--- src/rtl/window_pkg.sv ---
// window_pkg: shared pixel types and constants for the 3x3 window generator.
//   PIX_W    - pixel width (raw FP32 bits)
//   pixel_t  - one pixel
//   PIX_ZERO - all-zero pixel used for reset values
package window_pkg;

    localparam int unsigned PIX_W = 32;

    typedef logic [PIX_W-1:0] pixel_t;

    localparam pixel_t PIX_ZERO = '0;

endpackage

--- src/rtl/line_fifo.sv ---
// line_fifo: enable-gated delay line of DEPTH pixels.
//   clk         - clock
//   pixel_valid - shift enable; storage holds when low
//   pixel_in    - pixel entering the line
//   pixel_out   - pixel accepted DEPTH enables earlier
// Storage has no reset: stale contents are masked by the window's row gating.
module line_fifo #(
    parameter int unsigned DEPTH = 32,
    parameter int unsigned PIX_W = window_pkg::PIX_W
) (
    input  logic             clk,
    input  logic             pixel_valid,
    input  logic [PIX_W-1:0] pixel_in,
    output logic [PIX_W-1:0] pixel_out
);

    logic [PIX_W-1:0] mem_q [DEPTH];
    logic [PIX_W-1:0] mem_d [DEPTH];

    // Shift by one position; index 0 is the newest pixel.
    always_comb begin
        mem_d[0] = pixel_in;
        for (int unsigned i = 1; i < DEPTH; i++) begin
            mem_d[i] = mem_q[i-1];
        end
    end

    always_ff @(posedge clk) begin
        if (pixel_valid) begin
            mem_q <= mem_d;
        end
    end

    assign pixel_out = mem_q[DEPTH-1];

endmodule

--- src/rtl/window_3x3.sv ---
// window_3x3: streaming 3x3 neighbourhood generator for raster-order pixels.
//   clk          - clock
//   rst          - asynchronous active-low reset
//   pixel_in     - incoming pixel (raw FP32 bits)
//   pixel_valid  - pixel_in accepted on this edge
//   sof          - start-of-frame, forces position (0,0); only with WINDOW_SOF_EN
//   OUT_1..OUT_9 - window pixels, row-major, OUT_1 top-left, OUT_9 newest
//   output_valid - one-cycle pulse when OUT_* hold a new window
//   frame_done   - pulses with the last window of a frame
// Optional feature macro: WINDOW_SOF_EN (adds the sof port).
module window_3x3
    import window_pkg::*;
#(
    parameter int unsigned IMG_WIDTH  = 32,
    parameter int unsigned IMG_HEIGHT = 32
) (
    input  logic             clk,
    input  logic             rst,
    input  logic [PIX_W-1:0] pixel_in,
    input  logic             pixel_valid,
`ifdef WINDOW_SOF_EN
    input  logic             sof,
`endif
    output logic [PIX_W-1:0] OUT_1,
    output logic [PIX_W-1:0] OUT_2,
    output logic [PIX_W-1:0] OUT_3,
    output logic [PIX_W-1:0] OUT_4,
    output logic [PIX_W-1:0] OUT_5,
    output logic [PIX_W-1:0] OUT_6,
    output logic [PIX_W-1:0] OUT_7,
    output logic [PIX_W-1:0] OUT_8,
    output logic [PIX_W-1:0] OUT_9,
    output logic             output_valid,
    output logic             frame_done
);

    localparam int unsigned COL_W = $clog2(IMG_WIDTH);
    localparam int unsigned ROW_W = $clog2(IMG_HEIGHT);

    logic [COL_W-1:0] col_q, col_d, col_cur;
    logic [ROW_W-1:0] row_q, row_d, row_cur;
    pixel_t           win_q [9];
    pixel_t           win_d [9];
    pixel_t           out_q [9];
    pixel_t           out_d [9];
    logic             valid_q, valid_d;
    logic             frame_done_q, frame_done_d;
    pixel_t           tap1, tap2;
    logic             restart_c;

    // tap1 is the pixel one row above the current one, tap2 two rows above.
    line_fifo #(.DEPTH(IMG_WIDTH), .PIX_W(PIX_W)) u_lb1 (
        .clk         (clk),
        .pixel_valid (pixel_valid),
        .pixel_in    (pixel_in),
        .pixel_out   (tap1)
    );

    line_fifo #(.DEPTH(IMG_WIDTH), .PIX_W(PIX_W)) u_lb2 (
        .clk         (clk),
        .pixel_valid (pixel_valid),
        .pixel_in    (tap1),
        .pixel_out   (tap2)
    );

`ifdef WINDOW_SOF_EN
    assign restart_c = pixel_valid & sof;
`else
    assign restart_c = 1'b0;
`endif

    // Position tracking, window shift and window emission.
    always_comb begin
        col_d        = col_q;
        row_d        = row_q;
        win_d        = win_q;
        out_d        = out_q;
        valid_d      = 1'b0;
        frame_done_d = 1'b0;
        // A start-of-frame pixel is treated as (0,0); the abandoned frame
        // never reaches its last position, so it never raises frame_done.
        col_cur      = restart_c ? '0 : col_q;
        row_cur      = restart_c ? '0 : row_q;

        if (pixel_valid) begin
            for (int unsigned r = 0; r < 3; r++) begin
                win_d[3*r]   = win_q[3*r+1];
                win_d[3*r+1] = win_q[3*r+2];
            end
            win_d[2] = tap2;
            win_d[5] = tap1;
            win_d[8] = pixel_in;

            if (row_cur >= ROW_W'(2) && col_cur >= COL_W'(2)) begin
                valid_d      = 1'b1;
                out_d        = win_d;
                frame_done_d = (row_cur == ROW_W'(IMG_HEIGHT-1)) &&
                               (col_cur == COL_W'(IMG_WIDTH-1));
            end

            if (col_cur == COL_W'(IMG_WIDTH-1)) begin
                col_d = '0;
                row_d = (row_cur == ROW_W'(IMG_HEIGHT-1)) ? '0 : row_cur + ROW_W'(1);
            end else begin
                col_d = col_cur + COL_W'(1);
                row_d = row_cur;
            end
        end
    end

    always_ff @(posedge clk or negedge rst) begin
        if (!rst) begin
            col_q        <= '0;
            row_q        <= '0;
            win_q        <= '{default: PIX_ZERO};
            out_q        <= '{default: PIX_ZERO};
            valid_q      <= 1'b0;
            frame_done_q <= 1'b0;
        end else begin
            col_q        <= col_d;
            row_q        <= row_d;
            win_q        <= win_d;
            out_q        <= out_d;
            valid_q      <= valid_d;
            frame_done_q <= frame_done_d;
        end
    end

    assign OUT_1        = out_q[0];
    assign OUT_2        = out_q[1];
    assign OUT_3        = out_q[2];
    assign OUT_4        = out_q[3];
    assign OUT_5        = out_q[4];
    assign OUT_6        = out_q[5];
    assign OUT_7        = out_q[6];
    assign OUT_8        = out_q[7];
    assign OUT_9        = out_q[8];
    assign output_valid = valid_q;
    assign frame_done   = frame_done_q;

endmodule
--- config.mk ---
export PLATFORM = sky130hd
export DESIGN_NAME = window_3x3
export DESIGN_NICKNAME = d
export VERILOG_FILES = /design/src/rtl/window_pkg.sv /design/src/rtl/line_fifo.sv /design/src/rtl/window_3x3.sv
export SDC_FILE = /design/constraint.sdc
export NUM_CORES = 2
export LEC_CHECK = 0
export ABC_CLOCK_PERIOD_IN_PS = 3900
export CORE_MARGIN = 1
export CORE_UTILIZATION = 50
export DETAILED_ROUTE_END_ITERATION = 12
export PLACE_DENSITY = 0.8
export SKIP_LAST_GASP = 1
export SLEW_MARGIN = 40
export SYNTH_ARGS = -nofsm -noshare
export SYNTH_HDL_FRONTEND = slang
export SYNTH_SLANG_ARGS = --single-unit
--- constraint.sdc ---
create_clock -name clk -period 3.9 [get_ports clk]
set_input_delay 0.975 -clock clk [delete_from_list [all_inputs] [get_ports clk]]
set_output_delay 0.975 -clock clk [all_outputs]
set_load 0.005 [all_outputs]
# == Word-level counts from Yosys, hierarchy flattened ==
# Index checks and enable logic that the tools add are counted.
# op_classes
addsub,2
order_cmp,2
n_eq_ne,2
n_mux,6
reduce_logical,4
# ops
op,count
5-bit by 1-bit adder with 5-bit output (second input constant),2
5-bit == test (second input constant),2
5-bit by 2-bit >= comparator with 1-bit output (second input constant),2
5-bit two-way mux,2
1-bit two-way mux,4
2-bit AND reduction,2
1-bit logical AND,2
# word_totals
regBits,2540
in_bits,35
output_inout_bits,290
elab_cells,99

# == Depth between registers and ports, before layout ==
# logic_depth
depth_word,4
ltp_mapped,8
depth_no_buf,6

# == By module ==
# From an unflattened synthesis, not the netlist that was laid out.
# unflattened
hier_cells,3123
area_unflattened_um2,79991.7
# by_module_without_submodules
module,instances,cells_each,area_per_inst_um2,seq_area_each_um2
line_fifo,2,1024,30749.5,30749.5
window_3x3,1,1075,18492.7,12311.8

# == Worst setup path before layout ==
# OpenSTA, ideal clock, no wires.
# synth_path
kind,register -> register
startpoint,register row_q[0] (netlist: row_cur[0])
endpoint,"register out_q, in the netlist OUT_1[22]"
setup_ps,127
arrival_time_ps,1986
t_required_ps,3773
path_slack_ps,1786
stages_incl_launch_ff,9
path_buffers,3
period_less_slack_ps,2114
path_cell_list,dfrtp_1 > inv_1 > ha_1 > or4_4 > o221ai_1 > buf_4 > buf_6 > buf_6 > mux2_1
# synth_between
elab_chain_cells,3
# synth_rtl
element,line,text
start: declaration,window_3x3.sv:41,"logic [ROW_W-1:0] row_q, row_d, row_cur;"
start signal: assignment,window_3x3.sv:121,row_q <= row_d;
5-bit by 2-bit >= comparator with 1-bit output,window_3x3.sv:94,if (row_cur >= ROW_W'(2) && col_cur >= COL_W'(2)) begin
1-bit logical AND,window_3x3.sv:94,
2-bit AND reduction (no line),n/a,
end signal: assignment,window_3x3.sv:123,out_q <= out_d;
end: declaration,window_3x3.sv:44,pixel_t out_q [9];
# Every way passes these cells.
# A chain may end at the register's enable or synchronous reset.

# == Final worst setup path ==
# layout_path
startpoint,register row_q[0] (netlist: row_cur[0])
endpoint,"register out_q, in the netlist OUT_1[10]"
# Same word-level chain as after synthesis.

==> summary.md <==
| Metric | Value |
|---|---|
| Status | complete, no violations |
| Worst EP required | 4570 ps |
| Netlist cell types | 28 |
| Synth top area share | 0.769 |
| Die H | about 400 um |
| Worst-Margin Slew | 815 ps |
| First-pass GRT wire length | 170,000 um |
| Setup TNS | 0 ps |
| Worst-Skew Late Latency | around 800 ps |
| Detailed Route WL | roughly 110,000 um |
| DRC Markers | 0 |
| All-Layer GR Usage | 0.133 |
| Main flop type after synthesis | edfxtp_1 |
| Worst-path clk slew | 60 ps |
| Worst Path Arrival | 3690 ps |
| Power Dens Cells | 650 nW/um2 |
| Post-synthesis xor/xnor area fraction | 0 |
| FP Rows | 146 |
| Setup repair bufs after CTS | 0 |
| Max-Cap Viols | 0 |
| Boundary Pins | approximately 330 |
| PostCTS Resize Cnt | 0 |
| Post-synth top cells | edfxtp_1, dfrtp_1, mux2_2 |
| Tcrit/Tclk final | 0.776 |
| Hold Crit Class | input port to asynchronous set/reset pin |
| Placed Cells | 5,518 |
| CP max FO | 52 |
| Initial Utilization | 0.504 |
| Dpl ws | around 830 ps |
| Max Slew Vio Count | 0 |
| Max Fclk | 331 MHz |
| Number of synthesized flops with an enable pin | 2,048 |
| Syn Area/Cell | 25.6 um2 |
| GRT Residual Overflow | 0 |
| Largest family of logic cells by synthesized area | multiplexers |
| Register area share after synthesis | 0.923 |
| Cts bufs inserted | 231 |
| Hold Fails Final Rpt | 0 |
| Setup ws final | approximately 880 ps |
| Setup crit end kind | flop |
| Adder-cell share of the synthesized area | 0.000939 |
| Synth Area in Compound Gates | 0.000954 |
| Cell area after synthesis | 80,000 um2 |
| Setup repair after global routing missed its margin | false |
| Setup Crit Path Kind | flop to flop |
| Iteration-0 DRC Markers | 2,309 |
| Hold Buf Count CTS | 0 |
| Cell accounting for the most synthesized area | edfxtp_1 |
| Synth-to-Final Area Change | 17.6% |
| H-Tree Depth | 4 |
| Routed len/inst | 18.0 um |
| Final ANT Viol Nets | 0 |
| Root Buffer Master | clkbuf_16 |
| Mapped Nets | between 3,000 and 4,000 |
| Core Area | 159,000 um2 |
| Number of global-route vias before repair | 30,500 |
| Final nets | around 3,700 |
| Maximum vdd drop | 0.458 mV |
| Post-synth ARST share | 0.194 |
| Mux cell area share after synthesis | 0.0683 |
| Rel. slew slack | 0.457 |
| Most common cell in the netlist | edfxtp_1 |
| Leakage | between 30 and 40 nW |
| DP HPWL | 54,600 um |
| CTS tree | done |
| Finished Layout Cells | between 5,000 and 6,000 |
| Synth warn | 0 |
| DR pass1 iterations | 5 |
| Synth Area in Simple Gates | 0.00136 |
| Area contributors post-synth | edfxtp_1, dfrtp_1, mux2_2 |
| Number of synthesized register bits | ~2,500 |
| Fin crit period | 3020 ps |
| DIE WIDTH | 402 um |
| Critical Path Start Type | flop |
| ANT cells | 0 |
| Layout cell share with drive strength beyond 1 | 0.179 |
| Clock skew | approximately 29 ps |
| RePlAce Congestion | 0.739 |
| Die Area | 162,000 um2 |
| # port buffers | 324 |
| Largest net degree at the start of global routing | 169 |
| Clock buffer depth | 3 |
| Number of antenna violations at the first check in global routing | 2 |
| Final setup viols | 0 |
| Gate Count Post-Synth | ~3,100 |
| TritonCTS Sinks | 2,540 |
| Vias | 29,500 |
| Vias per cell | 4.94 |
==> through the flow <==
step / hold slack (ps) / power (mW) / util / instance area (um2)
floorplan: 400 / 35.2 / - / 80000
global placement: 400 / 38.6 / 0.543 / 86100
detailed placement: 405 / 38.9 / 0.543 / 86100
CTS: 179 / 62.0 / 0.593 / 94000
global route: 3.52 / 63.5 / 0.593 / 94100
finish: 48.6 / 61.2 / 0.593 / 94100
==> worst max-delay path, cell delays in order (launching register included) <==
cell and delay (ps):
dfrtp_1 410, inv_1 70, ha_1 200, or4_4 450, o221ai_4 670, buf_4 670, mux2_1 410
==> cells in the final DEF (no fill, tap or decap), types with 25 or more instances in the layout <==
master | synthesis | routed
buf_4 | 8 | 32
bufinv_16 | 0 | 25
clkbuf_1 | 21 | 40
clkbuf_16 | 0 | 238
clkdlybuf4s50_1 | 0 | 322
clkinv_1 | 0 | 42
clkinv_2 | 0 | 43
dfrtp_1 | 492 | 492
edfxtp_1 | 2048 | 2048
mux2_1 | 209 | 209
mux2_2 | 274 | 274
==> path summary, 6_finish.rpt <==
path                                                  from                    endpoint  slack [ps]  cells past startpoint
worst max-delay path                row_cur[0]$_DFFE_PN0P_       OUT_1[10]$_DFFE_PN0P_         880                      6
max in group asynchronous                              rst      win_q[128]$_DFFE_PN0P_        2670                      3
worst min register to register  u_lb2.mem_d[828]$_DFFE_PP_  u_lb2.mem_d[796]$_DFFE_PP_         390                      0
min in group clk                u_lb2.mem_d[828]$_DFFE_PP_  u_lb2.mem_d[796]$_DFFE_PP_         390                      0
worst max register to register      row_cur[0]$_DFFE_PN0P_       OUT_1[10]$_DFFE_PN0P_         880                      6
worst min-delay path                                   rst       OUT_3[14]$_DFFE_PN0P_          50                      1
==> cells by family (layout without fill, tap and decap cells) <==
group	Yosys count	in the layout
simple gates	20	20
flops	2540	2540
compound gates	12	12
mux	485	485
buf+inv	58	826
fa+ha+maj	6	6
==> metal layers <==
metal  share of wire  GRT usage  vias to the layer above
met5               0          0                        -
met1            0.46      0.189                    15200
li1                -          -                    13400
met3           0.064     0.0417                      224
met2            0.45      0.198                      667
met4           0.023     0.0398                        0
==> power by group <==
group	leakage (nW)	switching, mW	internal [mW]	total [mW]
registers	25.8	1.24	32.1	33.4
clock network	3.85	9.58	13.2	22.8
logic	3.81	2.01	2.98	4.99
total	33.5	12.8	48.3	61.2
==> layout make-up <==
type / instances / area [um2]
Clock inverter: 142 / 1490
Fill cell: 10800 / 64500
Inverter: 4 / 15.0
Multi-Input combinational cell: 523 / 5740
Timing Repair Buffer: 382 / 4060
Sequential cell: 2540 / 73800
Clock buffer: 298 / 6370
Tap cell: 2072 / 2590
Power figures use the tool's default switching activity.
